--- config.mk ---
export PLATFORM = sky130hd
export DESIGN_NAME = counter_cmd_seq_flat
export DESIGN_NICKNAME = d
export VERILOG_FILES = /design/src/rtl/counter_cmd_seq_if.sv /design/src/rtl/counter_cmd_seq.sv /design/src/flat_wrapper.sv
export SDC_FILE = /design/constraint.sdc
export NUM_CORES = 1
export LEC_CHECK = 0
export CAP_MARGIN = 20
export CELL_PAD_IN_SITES_DETAIL_PLACEMENT = 1
export CELL_PAD_IN_SITES_GLOBAL_PLACEMENT = 2
export CORE_MARGIN = 4
export CORE_UTILIZATION = 35
export CTS_CLUSTER_DIAMETER = 60
export DETAILED_ROUTE_END_ITERATION = 8
export HOLD_SLACK_MARGIN = 0.03
export PLACE_DENSITY = 0.81
export REMOVE_ABC_BUFFERS = 1
export SLEW_MARGIN = 15
export SYNTH_ARGS = -nofsm -noshare
export SYNTH_HDL_FRONTEND = slang
export SYNTH_SLANG_ARGS = --single-unit
export TNS_END_PERCENT = 20
--- constraint.sdc ---
create_clock -name clk -period 2.8 [get_ports clk]
set_input_delay 0.42 -clock clk [delete_from_list [all_inputs] [get_ports clk]]
set_output_delay 0.42 -clock clk [all_outputs]
set_load 0.03 [all_outputs]
--- src/rtl/counter_cmd_seq_if.sv ---
`default_nettype none
// ============================================================================
// Module   : counter_cmd_seq_if
// Purpose  : Command valid/ready bus into the counter command sequencer.
// Revision : 1.0
// ============================================================================
interface counter_cmd_seq_if #(
   parameter int DATA_W = 8
);
   logic              cmd_valid;
   logic              cmd_ready;
   logic [1:0]        cmd_op;
   logic [DATA_W-1:0] cmd_data;

   modport master (output cmd_valid, output cmd_op, output cmd_data, input cmd_ready);
   modport slave  (input cmd_valid, input cmd_op, input cmd_data, output cmd_ready);
endinterface
`default_nettype wire

--- src/rtl/counter_cmd_seq.sv ---
`default_nettype none
// ============================================================================
// Module   : counter_cmd_seq
// Purpose  : Buffers LOAD / INC-by-N / NOP commands and replays them as
//            registered ld / inc / data_in strobes for the 8-bit counter.
//            Optional exp_q shadow output: define COUNTER_CMD_SEQ_SHADOW_EN.
// Revision : 1.0
// ============================================================================
module counter_cmd_seq #(
   parameter int DATA_W     = 8,
   parameter int FIFO_DEPTH = 4
) (
   input  logic                        clk,
   input  logic                        rst,
   counter_cmd_seq_if.slave            cmd,
   output logic [DATA_W-1:0]           data_in,
   output logic                        ld,
   output logic                        inc,
   output logic                        busy,
   output logic [$clog2(FIFO_DEPTH):0] fifo_count
`ifdef COUNTER_CMD_SEQ_SHADOW_EN
   ,
   output logic [DATA_W-1:0]           exp_q
`endif
);

   localparam int            c_aw      = $clog2(FIFO_DEPTH);
   localparam logic [c_aw:0] c_depth   = FIFO_DEPTH[c_aw:0];
   localparam logic [1:0]    c_op_load = 2'b01;
   localparam logic [1:0]    c_op_inc  = 2'b10;

   typedef struct packed {
      logic [1:0]        op;
      logic [DATA_W-1:0] data;
   } cmd_t;

   typedef enum logic [1:0] {
      ST_IDLE    = 2'd0,
      ST_STROBE  = 2'd1,
      ST_INC_RUN = 2'd2
   } state_t;

   cmd_t              r_mem [FIFO_DEPTH];
   logic [c_aw-1:0]   r_wr_ptr;
   logic [c_aw-1:0]   r_rd_ptr;
   logic [c_aw:0]     r_count;
   logic              r_rdy_en;
   state_t            r_state;
   logic [DATA_W-1:0] r_remaining;

   logic              w_push;
   logic              w_pop;
   logic              w_dispatch;
   cmd_t              w_head;

   // Ready comes from registered occupancy only: a full FIFO never accepts,
   // even in a cycle that pops. r_rdy_en holds it low until the first edge
   // after reset release.
   assign cmd.cmd_ready = r_rdy_en && (r_count < c_depth);
   assign w_push        = cmd.cmd_valid && cmd.cmd_ready;
   assign w_head        = r_mem[r_rd_ptr];

   // Every state except a still-counting INC_RUN is a point where the next
   // command may be taken, which keeps back-to-back strobes gapless.
   assign w_dispatch    = (r_state != ST_INC_RUN) || (r_remaining == '0);
   assign w_pop         = w_dispatch && (r_count != '0);

   assign fifo_count    = r_count;
   assign busy          = (r_count != '0) || ld || inc || (r_state != ST_IDLE);

   always_ff @(posedge clk or negedge rst) begin
      if (!rst) begin
         r_wr_ptr <= '0;
         r_rd_ptr <= '0;
         r_count  <= '0;
         r_rdy_en <= 1'b0;
      end else begin
         r_rdy_en <= 1'b1;
         if (w_push) r_wr_ptr <= r_wr_ptr + 1'b1;
         if (w_pop)  r_rd_ptr <= r_rd_ptr + 1'b1;
         if (w_push && !w_pop)
            r_count <= r_count + 1'b1;
         else if (w_pop && !w_push)
            r_count <= r_count - 1'b1;
      end
   end

   always_ff @(posedge clk) begin
      if (w_push) r_mem[r_wr_ptr] <= {cmd.cmd_op, cmd.cmd_data};
   end

   always_ff @(posedge clk or negedge rst) begin
      if (!rst) begin
         r_state     <= ST_IDLE;
         r_remaining <= '0;
         ld          <= 1'b0;
         inc         <= 1'b0;
         data_in     <= '0;
      end else if (!w_dispatch) begin
         r_remaining <= r_remaining - 1'b1;
      end else if (w_pop) begin
         ld      <= 1'b0;
         inc     <= 1'b0;
         r_state <= ST_STROBE;
         if (w_head.op == c_op_load) begin
            data_in <= w_head.data;
            ld      <= 1'b1;
         end else if ((w_head.op == c_op_inc) && (w_head.data != '0)) begin
            inc         <= 1'b1;
            r_remaining <= w_head.data - 1'b1;
            r_state     <= ST_INC_RUN;
         end
      end else begin
         r_state <= ST_IDLE;
         ld      <= 1'b0;
         inc     <= 1'b0;
      end
   end

`ifdef COUNTER_CMD_SEQ_SHADOW_EN
   // Mirrors the counter: follows each strobe one edge later.
   always_ff @(posedge clk or negedge rst) begin
      if (!rst)
         exp_q <= '0;
      else if (ld)
         exp_q <= data_in;
      else if (inc)
         exp_q <= exp_q + 1'b1;
   end
`endif

endmodule
`default_nettype wire
--- src/flat_wrapper.sv ---
// flat-port wrapper written by rule: the top's interface ports become plain ports
module counter_cmd_seq_flat 
#(
   parameter int DATA_W     = 8,
   parameter int FIFO_DEPTH = 4
)
  (clk, rst, data_in, ld, inc, busy, fifo_count, cmd_cmd_valid, cmd_cmd_op, cmd_cmd_data, cmd_cmd_ready);
  counter_cmd_seq_if #(.DATA_W(DATA_W)) cmd_i ();
  input  logic clk;
  input  logic rst;
  output logic [DATA_W-1:0] data_in;
  output logic ld;
  output logic inc;
  output logic busy;
  output logic [$clog2(FIFO_DEPTH):0] fifo_count;
  input wire logic [$bits(cmd_i.cmd_valid)-1:0] cmd_cmd_valid;
  input wire logic [$bits(cmd_i.cmd_op)-1:0] cmd_cmd_op;
  input wire logic [$bits(cmd_i.cmd_data)-1:0] cmd_cmd_data;
  output wire logic [$bits(cmd_i.cmd_ready)-1:0] cmd_cmd_ready;
  assign cmd_i.cmd_valid = cmd_cmd_valid;
  assign cmd_i.cmd_op = cmd_cmd_op;
  assign cmd_i.cmd_data = cmd_cmd_data;
  assign cmd_cmd_ready = cmd_i.cmd_ready;
  counter_cmd_seq #(.DATA_W(DATA_W), .FIFO_DEPTH(FIFO_DEPTH)) u_core (.clk(clk), .rst(rst), .cmd(cmd_i), .data_in(data_in), .ld(ld), .inc(inc), .busy(busy), .fifo_count(fifo_count));
endmodule
==> qor.csv <==
metric;value;unit
drc violations;0;
sequential area share after synthesis;0.619;
Final GP Congestion;0.777;
peak supply drop;0.487;mV
grt met1 use;0.159;
total CTS buffers;9;
# clock sinks;67;
Syn Inst Count;204;
Finished Layout Cells;360;
CTS tree;built;
Die Wd;101;um
total internal power;0.00293;W
most frequent cells in the layout;edfxtp_1, clkdlybuf4s50_1, dfrtp_1;
initial antenna violation count;0;
outcome;finished, final reports clean;
Clk Latency, worst-skew pair;340;ps
most common cell after layout, fill and taps aside;edfxtp_1;
via count;1861;
Die Ht;101;um
Initial DRC Count;99;
pre-CTS WS;50.5;ps
WS Path Type;reg2out;
f_max;0.373;GHz
hold_ws;466;ps
Reg2Reg Setup Slack;160;ps
Port Buf Inserts;27;
Final Hold Vio Count;0;
Final nets;270;
part of the cycle the worst path needs;0.958;
Ports;28;
buffer depth of the longest clock path;2;
worst path required time;2380;ps
vias in the first global route;2051;
clock group share of total power;0.235;
die footprint;10200;sq um
DRT antenna net count;0;
Total Routing Usage GR;0.139;
Final Max Tran Viols;0;
combinational share of power;0.440;
area share of the largest cell type after synthesis;0.396;
htree depth;3;
Slew HR;0.627;
cell row count;33;
Yosys top cell by area;edfxtp_1;
Avg WL per Cell;18.3;um
Setup WS post-layout;119;ps
starting density of the core;0.365;
CP max FO;5;
WP data arrival;2260;ps
RSZ-0062 raised after global routing;no;
CTS Root Cell;clkbuf_8;
Util after Layout;0.461;
met2 GRT Util;0.250;
layout cells sized above 1;0.227;
detailed placement HPWL;4.59;mm
largest cells by area after synthesis;edfxtp_1, dfrtp_1, mux4_1;
post-route minimum period;2680;ps
clock skew;7.72;ps
PD cells;1210;nW/um^2
n_diodes;0;
Psw;0.00170;W
Avg Inst Size Synth;14.9;sq um
pin count of the biggest net entering global routing;28;
first-pass GRT wire length;10.7;mm
worst reg2reg path startpoint;u_core.r_rd_ptr[0]$_DFFE_PN0P_;
crit path launch type;flip-flop;
mean number of vias per cell;5.17;
worst reg2reg path depth;8;
final WL;6.57;mm
gr busiest metal;met2;
area delta synth->final;26.1;%
post-synthesis register bit count;67;
Switching Share;0.367;
Critical Path Sink Type;output port;
Distinct cells, synth;49;
final number of setup-violating endpoints;0;
Synth Cell Area;3030;sq um
CTS Hold Bufs;0;
sequential power share;0.325;
Core Area;8300;sq um
Worst Hold Class;in2async;
reg2reg end;u_core.r_remaining[6]$_DFFE_PN0P_;
GR Layer Usage met3;0.0353;
MaxCap Viol Count;0;
Reg clk slew, reported paths;80;ps
warnings from Yosys;0;
First-pass DRT Iterations;4;
grt ovf;0;
# placed instances;343;
Setup TNS;0;ps
Pleak;1.44;nW
Worst-Margin Slew;559;ps
## cell usage after synthesis, drive strengths merged
library cell,count
a2111oi,1
dfrtp,27
nand3,5
nor2b,1
mux2,12
o21a,1
conb,1
a31oi,3
edfxtp,40
inv,7
a22o,1
o221ai,1
or4,3
ha,6
fa,1
or3,2
a21o,1
and3,5
xnor2,4
or2,1
clkbuf,2
a31o,2
nand3b,1
nand2b,2
mux2i,3
nor3b,1
and2,2
a211oi,4
or3b,1
buf,4
a21oi,6
a311oi,3
nor4,3
o22ai,1
nor2,14
nand2,10
mux4,10
o21ai,3
nor3,7
xor2,2
## how the worst max path moves through the flow
| stage | start | end | slack, ps | cells after the start |
|---|---|---|---|---|
| global route | u_core.fifo_count[0]$_DFFE_PN0P_ | busy | 20 | 3 |
| floorplan | u_core.r_rd_ptr[0]$_DFFE_PN0P_ | u_core.r_remaining[6]$_DFFE_PN0P_ | -20 | 8 |
| global placement | u_core.r_remaining[1]$_DFFE_PN0P_ | u_core.r_remaining[6]$_DFFE_PN0P_ | 110 | 9 |
| CTS | u_core.r_remaining[1]$_DFFE_PN0P_ | u_core.r_remaining[6]$_DFFE_PN0P_ | 50 | 9 |
| finish | u_core.fifo_count[0]$_DFFE_PN0P_ | busy | 120 | 3 |
| detailed placement | u_core.r_remaining[1]$_DFFE_PN0P_ | u_core.r_remaining[6]$_DFFE_PN0P_ | 50 | 9 |
## registers in the layout (all words and copies together) (netlist names)
name,flops
u_core.r_rdy_en,1
u_core.r_mem,40
u_core.r_wr_ptr,2
u_core.r_state,2
u_core.fifo_count,3
u_core.r_rd_ptr,2
u_core.r_remaining,8
u_core.ld,1
u_core.data_in,8
## repair_timing
item	4_1_cts	5_1_grt
setup buffers	0	1
gates resized for setup	0	7
setup endpoints to repair	0	2
## power by group through the flow
| stage | Sequential [W] | Combinational [W] | Clock, W |
|---|---|---|---|
| 2_1_floorplan | 0.00169 | 0.00107 | 0 |
| 3_3_place_gp | 0.00149 | 0.00195 | 0 |
| 3_5_place_dp | 0.00150 | 0.00200 | 0 |
| 4_1_cts | 0.00148 | 0.00201 | 0.00111 |
| 5_1_grt | 0.00154 | 0.00222 | 0.00116 |
| 6_report | 0.00150 | 0.00204 | 0.00109 |
## critical path, stage by stage, from the launching register on
cell and delay [ps]:
dfrtp_1 460, or3_1 440, or4_1 410, clkdlybuf4s50_1 600
## per-layer routing
layer  wire, um  part of all wire
met1       2670              0.41
met2       3640              0.55
met3        165             0.025
met4         97             0.015
met5          0                 0
## stage by stage
stage	instance area [sq um]	total power, W
2_1_floorplan	2990	0.00276
3_3_place_gp	3500	0.00344
3_5_place_dp	3500	0.00350
4_1_cts	3770	0.00460
5_1_grt	3820	0.00492
6_report	3820	0.00463
## logic make-up after synthesis
logic type,share of synthesized area
XOR/XNOR,0.0173
adder cells (fa/ha/maj),0.0314
other,0.00124
buffers and inverters,0.0223
multiplexers,0.136
AO/OA/AOI/OAI,0.0698
AND/OR/NAND/NOR,0.102
flip-flops,0.619
## final cells by class
class / count / area, sq um
Fill cell: 796 / 4480
Inverter: 7 / 26.3
Sequential cell: 67 / 1880
Clock inverter: 7 / 146
Clock buffer: 9 / 124
Multi-Input combinational cell: 124 / 1130
Tap cell: 105 / 131
Timing Repair Buffer: 41 / 388
(Power assumes the default switching activity.)
